$ cat src/rtl/alu_pkg.sv
// Shared definitions for the ALU operand sequencer: FSM state codes,
// ALU opcode constants and default widths.
package alu_pkg;

    localparam int WIDTH = 8;
    localparam int OPW   = 3;

    // FSM state codes, also driven onto the LED state port.
    typedef enum logic [2:0] {
        S_A    = 3'd0,
        S_B    = 3'd1,
        S_OP   = 3'd2,
        S_EXEC = 3'd3,
        S_HOLD = 3'd4
    } state_t;

    // ALU opcodes.
    localparam logic [2:0] OP_NOT     = 3'b000;
    localparam logic [2:0] OP_OR      = 3'b001;
    localparam logic [2:0] OP_XOR     = 3'b010;
    localparam logic [2:0] OP_AND     = 3'b011;
    localparam logic [2:0] OP_MUL4    = 3'b100;
    localparam logic [2:0] OP_ADD     = 3'b101;
    localparam logic [2:0] OP_SUB     = 3'b110;
    localparam logic [2:0] OP_ILLEGAL = 3'b111;

endpackage

$ cat src/rtl/alu_result_reg.sv
// Result register with valid/ready output handshake. Once valid is set the
// stored result cannot change until the downstream transfer completes.
module alu_result_reg #(
    parameter int WIDTH = 8
) (
    input  logic             clk,
    input  logic             rst_n,
    input  logic             clear,
    input  logic             capture,
    input  logic [WIDTH-1:0] capture_data,
    input  logic             ready,
    output logic [WIDTH-1:0] result,
    output logic             valid,
    output logic             fire
);

    logic [WIDTH-1:0] result_reg;
    logic             valid_reg;

    // Capture a new result, or retire the held one when downstream takes it.
    always_ff @(posedge clk) begin
        if (!rst_n) begin
            result_reg <= '0;
            valid_reg  <= 1'b0;
        end else if (clear) begin
            result_reg <= '0;
            valid_reg  <= 1'b0;
        end else if (capture && !valid_reg) begin
            result_reg <= capture_data;
            valid_reg  <= 1'b1;
        end else if (valid_reg && ready) begin
            valid_reg  <= 1'b0;
        end
    end

    assign result = result_reg;
    assign valid  = valid_reg;
    assign fire   = valid_reg & ready;

endmodule

$ cat src/rtl/alu_operand_sequencer.sv
// Sequences operand A, operand B and opcode off a shared switch bus into the
// ALU, then captures and offers the ALU result downstream.
// Optional build macro: ALU_SEQ_ACCUM_EN -- each accepted result is fed back
// as operand A and the sequence restarts at operand B (accumulator mode).
module alu_operand_sequencer
    import alu_pkg::*;
#(
    parameter int WIDTH = alu_pkg::WIDTH,
    parameter int OPW   = alu_pkg::OPW
) (
    input  logic             clk,
    input  logic             rst_n,
    input  logic [WIDTH-1:0] din,
    input  logic             load,
    input  logic             clear,
    input  logic [WIDTH-1:0] alu_out,
    output logic [WIDTH-1:0] A,
    output logic [WIDTH-1:0] B,
    output logic [OPW-1:0]   opcode,
    output logic [WIDTH-1:0] result,
    output logic             result_valid,
    input  logic             result_ready,
    output logic             err,
    output logic [2:0]       state
);

    state_t           state_reg;
    logic [WIDTH-1:0] a_reg;
    logic [WIDTH-1:0] b_reg;
    logic [OPW-1:0]   opcode_reg;
    logic             err_reg;

    logic             capture;
    logic [WIDTH-1:0] exec_value;
    logic             fire;

    // An undefined opcode yields a zero result whatever the ALU returns.
    assign capture    = (state_reg == S_EXEC);
    assign exec_value = err_reg ? '0 : alu_out;

    alu_result_reg #(
        .WIDTH (WIDTH)
    ) u_result (
        .clk          (clk),
        .rst_n        (rst_n),
        .clear        (clear),
        .capture      (capture),
        .capture_data (exec_value),
        .ready        (result_ready),
        .result       (result),
        .valid        (result_valid),
        .fire         (fire)
    );

    // Operand/opcode capture FSM; load is only honoured in the three input states.
    always_ff @(posedge clk) begin
        if (!rst_n) begin
            state_reg  <= S_A;
            a_reg      <= '0;
            b_reg      <= '0;
            opcode_reg <= '0;
            err_reg    <= 1'b0;
        end else if (clear) begin
            state_reg  <= S_A;
            a_reg      <= '0;
            b_reg      <= '0;
            opcode_reg <= '0;
            err_reg    <= 1'b0;
        end else begin
            case (state_reg)
                S_A: begin
                    if (load) begin
                        a_reg     <= din;
                        err_reg   <= 1'b0;
                        state_reg <= S_B;
                    end
                end
                S_B: begin
                    if (load) begin
                        b_reg     <= din;
                        state_reg <= S_OP;
                    end
                end
                S_OP: begin
                    if (load) begin
                        opcode_reg <= din[OPW-1:0];
                        err_reg    <= &din[OPW-1:0];
                        state_reg  <= S_EXEC;
                    end
                end
                S_EXEC: begin
                    state_reg <= S_HOLD;
                end
                S_HOLD: begin
                    if (fire) begin
`ifdef ALU_SEQ_ACCUM_EN
                        a_reg     <= result;
                        state_reg <= S_B;
`else
                        state_reg <= S_A;
`endif
                    end
                end
                default: begin
                    state_reg <= S_A;
                end
            endcase
        end
    end

    assign A      = a_reg;
    assign B      = b_reg;
    assign opcode = opcode_reg;
    assign err    = err_reg;
    assign state  = state_reg;

endmodule

$ cat config.mk
export PLATFORM = sky130hd
export DESIGN_NAME = alu_operand_sequencer
export DESIGN_NICKNAME = d
export VERILOG_FILES = /design/src/rtl/alu_pkg.sv /design/src/rtl/alu_result_reg.sv /design/src/rtl/alu_operand_sequencer.sv
export SDC_FILE = /design/constraint.sdc
export NUM_CORES = 1
export LEC_CHECK = 0
export ABC_AREA = 1
export ABC_CLOCK_PERIOD_IN_PS = 1260
export CAP_MARGIN = 20
export CORE_UTILIZATION = 41
export DETAILED_ROUTE_END_ITERATION = 7
export PLACE_DENSITY_LB_ADDON = 0.1
export SLEW_MARGIN = 20
export SYNTH_ARGS = -nofsm -noshare
export SYNTH_HDL_FRONTEND = slang
export SYNTH_SLANG_ARGS = --single-unit
$ cat constraint.sdc
create_clock -name clk -period 1.26 [get_ports clk]
set_input_delay 0.252 -clock clk [delete_from_list [all_inputs] [get_ports clk]]
set_output_delay 0.252 -clock clk [all_outputs]
set_load 0.1 [all_outputs]
==> tab_implementation.tex <==
\begin{tabular}{lr}
\hline
Metric & Value \\
\hline
\multicolumn{2}{l}{\textbf{Synthesis}} \\
\quad Syn\_area\_per\_cell & roughly 7.7 sq um \\
\quad Top post-synthesis cells by area & dfxtp\_1, a21oi\_1, o21ai\_0 \\
\quad Portion of synthesized cell area occupied by the leading cell type & 0.507 \\
\quad Area fraction in compound gates after synthesis & 0.196 \\
\quad Combinational family with the most area after synthesis & simple AND/OR/NAND/NOR gates \\
\quad Post-Syn Instances & $\sim$160 \\
\quad XOR/XNOR Fraction of Synth Area & 0 \\
\quad Simple logic cell fraction of the synthesized area & 0.204 \\
\quad Portion of netlist area occupied by mux cells & 0 \\
\quad Count of state elements after synthesis & 32 \\
\quad Library cell occupying the most area in the post-synthesis netlist & dfxtp\_1 \\
\quad Yosys warning count & 0 \\
\quad Most common library cells after synthesis & dfxtp\_1, a21oi\_1, inv\_1 \\
\quad Fraction of registers with async set or reset after synthesis & 0 \\
\quad Adder and majority cell fraction of the synthesized area & 0 \\
\quad Post-synthesis net count & roughly 180 \\
\quad Post-synthesis instance area & about 1300 sq um \\
\quad Synth cell types & 21 \\
\quad EDFF count, synth & 0 \\
\quad Cell with the most instances after synthesis & dfxtp\_1 \\
\quad Most used flip-flop cell after synthesis & dfxtp\_1 \\
\quad Sequential element share of the synthesized area & 0.507 \\
\multicolumn{2}{l}{\textbf{Global route}} \\
\quad First-pass GRT wire length & 5560 microns \\
\quad Overall overflow remaining after global route & 0 \\
\quad All-layer global routing usage & 0.221 \\
\quad Via count of the first global-routing pass & 1302 \\
\quad Pin count of the biggest net entering global routing & 22 \\
\quad Number of antenna violations at the first check in global routing & 0 \\
\multicolumn{2}{l}{\textbf{Power and ir drop}} \\
\quad Leakage power of the design & about 0.00090 uW \\
\quad Peak ir drop on the vdd network & roughly 0.59 mV \\
\quad Power density over the cells & roughly 850 nW/um\^{}2 \\
\multicolumn{2}{l}{\textbf{Floorplanning}} \\
\quad Height of the die & approximately 57 microns \\
\quad Die Footprint & about 3300 sq um \\
\quad Area of the core & approximately 2800 sq um \\
\quad Number of top-level design ports & 53 \\
\quad Initial core utilization & 0.446 \\
\quad Standard-cell rows & 19 \\
\quad Overall die width & around 57 microns \\
\multicolumn{2}{l}{\textbf{Clock tree}} \\
\quad Number of CTS-inserted buffers & 5 \\
\quad Clock transition at the registers of the reported paths & $\sim$0.09 ns \\
\quad Number of clock sinks & 32 \\
\quad Clk Tree Root Cell & clkbuf\_4 \\
\quad Depth of the CTS H-tree & 2 \\
\quad Source-to-sink clock delay at the later pin of the worst-skew pair & approximately 0.33 ns \\
\quad Max Root-Sink Buffers & 2 \\
\quad Hold Buf Count CTS & 0 \\
\quad TritonCTS clock tree & done \\
\multicolumn{2}{l}{\textbf{Setup path}} \\
\quad Worst endpoint data arrival time & $\sim$0.96 ns \\
\quad Worst path bufs/invs & 1 \\
\quad Nature of the critical path endpoint & output pin \\
\quad Startpoint class of the critical path & flop \\
\quad Critical Path Source & state[0]\$\_SDFFE\_PP0P\_ \\
\quad Data required time of the worst path & $\sim$1.0 ns \\
\quad Standard cell with the maximum stage delay on the critical path & dfxtp\_4 \\
\quad Critical path start-end classification & reg -> out \\
\quad Slowest cell delay on critical path & approximately 0.43 ns \\
\quad Kind of cell adding the most delay to the critical path & flip-flops \\
\quad R2r startpoint & state[0]\$\_SDFFE\_PP0P\_ \\
\quad Crit-path max FO & 8 \\
\quad Ordered cell list for the critical path & buf\_12 \\
\multicolumn{2}{l}{\textbf{STA}} \\
\quad Tightest slew margin relative to the limit & 0.863 \\
\quad Achievable clock frequency & between 800 and 900 MHz \\
\quad Worst slew pin tran & around 0.2 ns \\
\quad Post-route clock skew & 0.00756 ns \\
\quad Post-route minimum period & 1.21 ns \\
\quad Slew Limit Fails & 0 \\
\quad Fin. Hold Viols & 0 \\
\quad Part of the cycle the worst path needs & 0.960 \\
\quad Final count of negative-setup-slack endpoints & 0 \\
\multicolumn{2}{l}{\textbf{Drt}} \\
\quad Remaining DRCs & 2 \\
\quad DRT antenna net count & 0 \\
\quad Per-cell routed wire length & 12.8 microns \\
\quad Number of DRC markers in iteration 0 & 24 \\
\quad Via density per instance & approximately 5 \\
\quad Total routed wirelength & 3340 microns \\
\quad DR pass1 iterations & 6 \\
\quad Via count & $\sim$1300 \\
\multicolumn{2}{l}{\textbf{Cells and area}} \\
\quad Signed area change from the synthesized netlist to the final layout & 83.9\% \\
\quad Total of fill cells in the finished design & $\sim$170 \\
\quad Total number of nets in the final design & 252 \\
\quad Finished Core Util & 0.821 \\
\quad Layout cell share with drive strength beyond 1 & 0.299 \\
\quad Number of diodes & 0 \\
\quad Post-Layout Cell Count & between 200 and 300 \\
\multicolumn{2}{l}{\textbf{Placement}} \\
\quad Number of buffer cells added on primary ports & 52 \\
\quad Final RePlAce weighted congestion & between 0.8 and 0.9 \\
\quad Total instance count after detailed placement & between 200 and 300 \\
\quad Sum of net half-perimeters after detailed placement & between 2000 and 3000 microns \\
\multicolumn{2}{l}{\textbf{Worst hold path}} \\
\quad Min-delay worst type & reg -> reg \\
\quad Source of the worst hold timing path & B[2]\$\_SDFFE\_PP0P\_ \\
\multicolumn{2}{l}{\textbf{Status}} \\
\quad Result of the run & finished, violations left \\
\quad Violations in the final reports & design-rule violations \\
\multicolumn{2}{l}{\textbf{Flow run}} \\
\quad Max-cap violations & 0 \\
\hline
\end{tabular}
-- repair_timing --
action / CTS / global route
setup endpoints to repair: 1 / 22
pin swaps: 0 / 2
resized for setup: 1 / 6
buffers inserted: 0 / 2
gates cloned: 0 / 1
-- layer usage --
| metal | vias up | global-route usage | share of wire |
|---|---|---|---|
| met5 | - | 0 | 0 |
| met4 | 0 | 0.0732 | 0.014 |
| met2 | 44 | 0.414 | 0.51 |
| met1 | 577 | 0.225 | 0.40 |
| met3 | 5 | 0.0794 | 0.072 |
| li1 | 666 | - | - |
-- kinds of logic (layout without fill, tap and decap cells) --
family / Yosys count / count (layout)
DFF: 32 / 32
buffers and inverters: 28 / 95
and+or+nand+nor: 55 / 56
AOI/OAI and AO/OA: 48 / 48
-- tightest hold or removal path: stages, from the launching register on --
cell and delay (ns):
dfxtp_1 0.34, inv_1 0.06, a21oi_1 0.05
-- layout make-up --
| type | instances | area, sq um | share of cell area |
|---|---|---|---|
| sequential | 32 | 663 | 0.286 |
| tap | 31 | 38.8 | 0.0167 |
| multi-input combinational | 104 | 534 | 0.230 |
| timing repair buffer | 65 | 951 | 0.409 |
| inverter | 23 | 90.1 | 0.0388 |
| clock buffer | 7 | 45.0 | 0.0194 |
-- cells in the final DEF (no fill, tap or decap), types with 2 or more instances in the layout --
cell type and count:
clkdlybuf4s50_1 20, nand2_1 17, nor3_1 2, o21ai_2 2, inv_1 20, nor2_4 2, clkbuf_4 5, o21ai_1 7
nor2_1 17, buf_4 12, dfxtp_4 5, nand3_1 12, o21ai_0 18, clkbuf_1 2, nand3_4 2, buf_12 33
dfxtp_2 3, a21oi_1 21, dfxtp_1 24
-- final timing paths --
kind                                  to  slack [ns]  depth (start not counted)
setup / recovery                state[0]        0.05                          1
hold / removal         B[2]$_SDFFE_PP0P_        0.49                          2
setup reg to reg  opcode[2]$_SDFFE_PP0P_        0.11                          5
hold reg to reg        B[2]$_SDFFE_PP0P_        0.49                          2
-- per-stage QoR --
stage	hold WS, ns	power, uW	area, sq um	TNS [ns]	worst slack [ns]
after floorplan	0.390	1280	1290	0	0.000426
after global placement	0.468	1460	2230	-1.47	-0.0818
after detailed placement	0.476	1470	2230	-2.60	-0.146
after CTS	0.489	1980	2280	0	0.00687
after global routing	0.509	2070	2320	-0.0108	-0.00591
final	0.486	1980	2320	0	0.0501
-- power breakdown --
group | switching, uW | leakage (uW) | total (uW) | internal (uW)
logic | 230 | 0.000608 | 402 | 172
clock network | 319 | 0.0000254 | 529 | 210
registers | 26.4 | 0.000264 | 1050 | 1020
total | 576 | 0.000898 | 1980 | 1400
No activity file was read; power rests on OpenSTA's default activity.
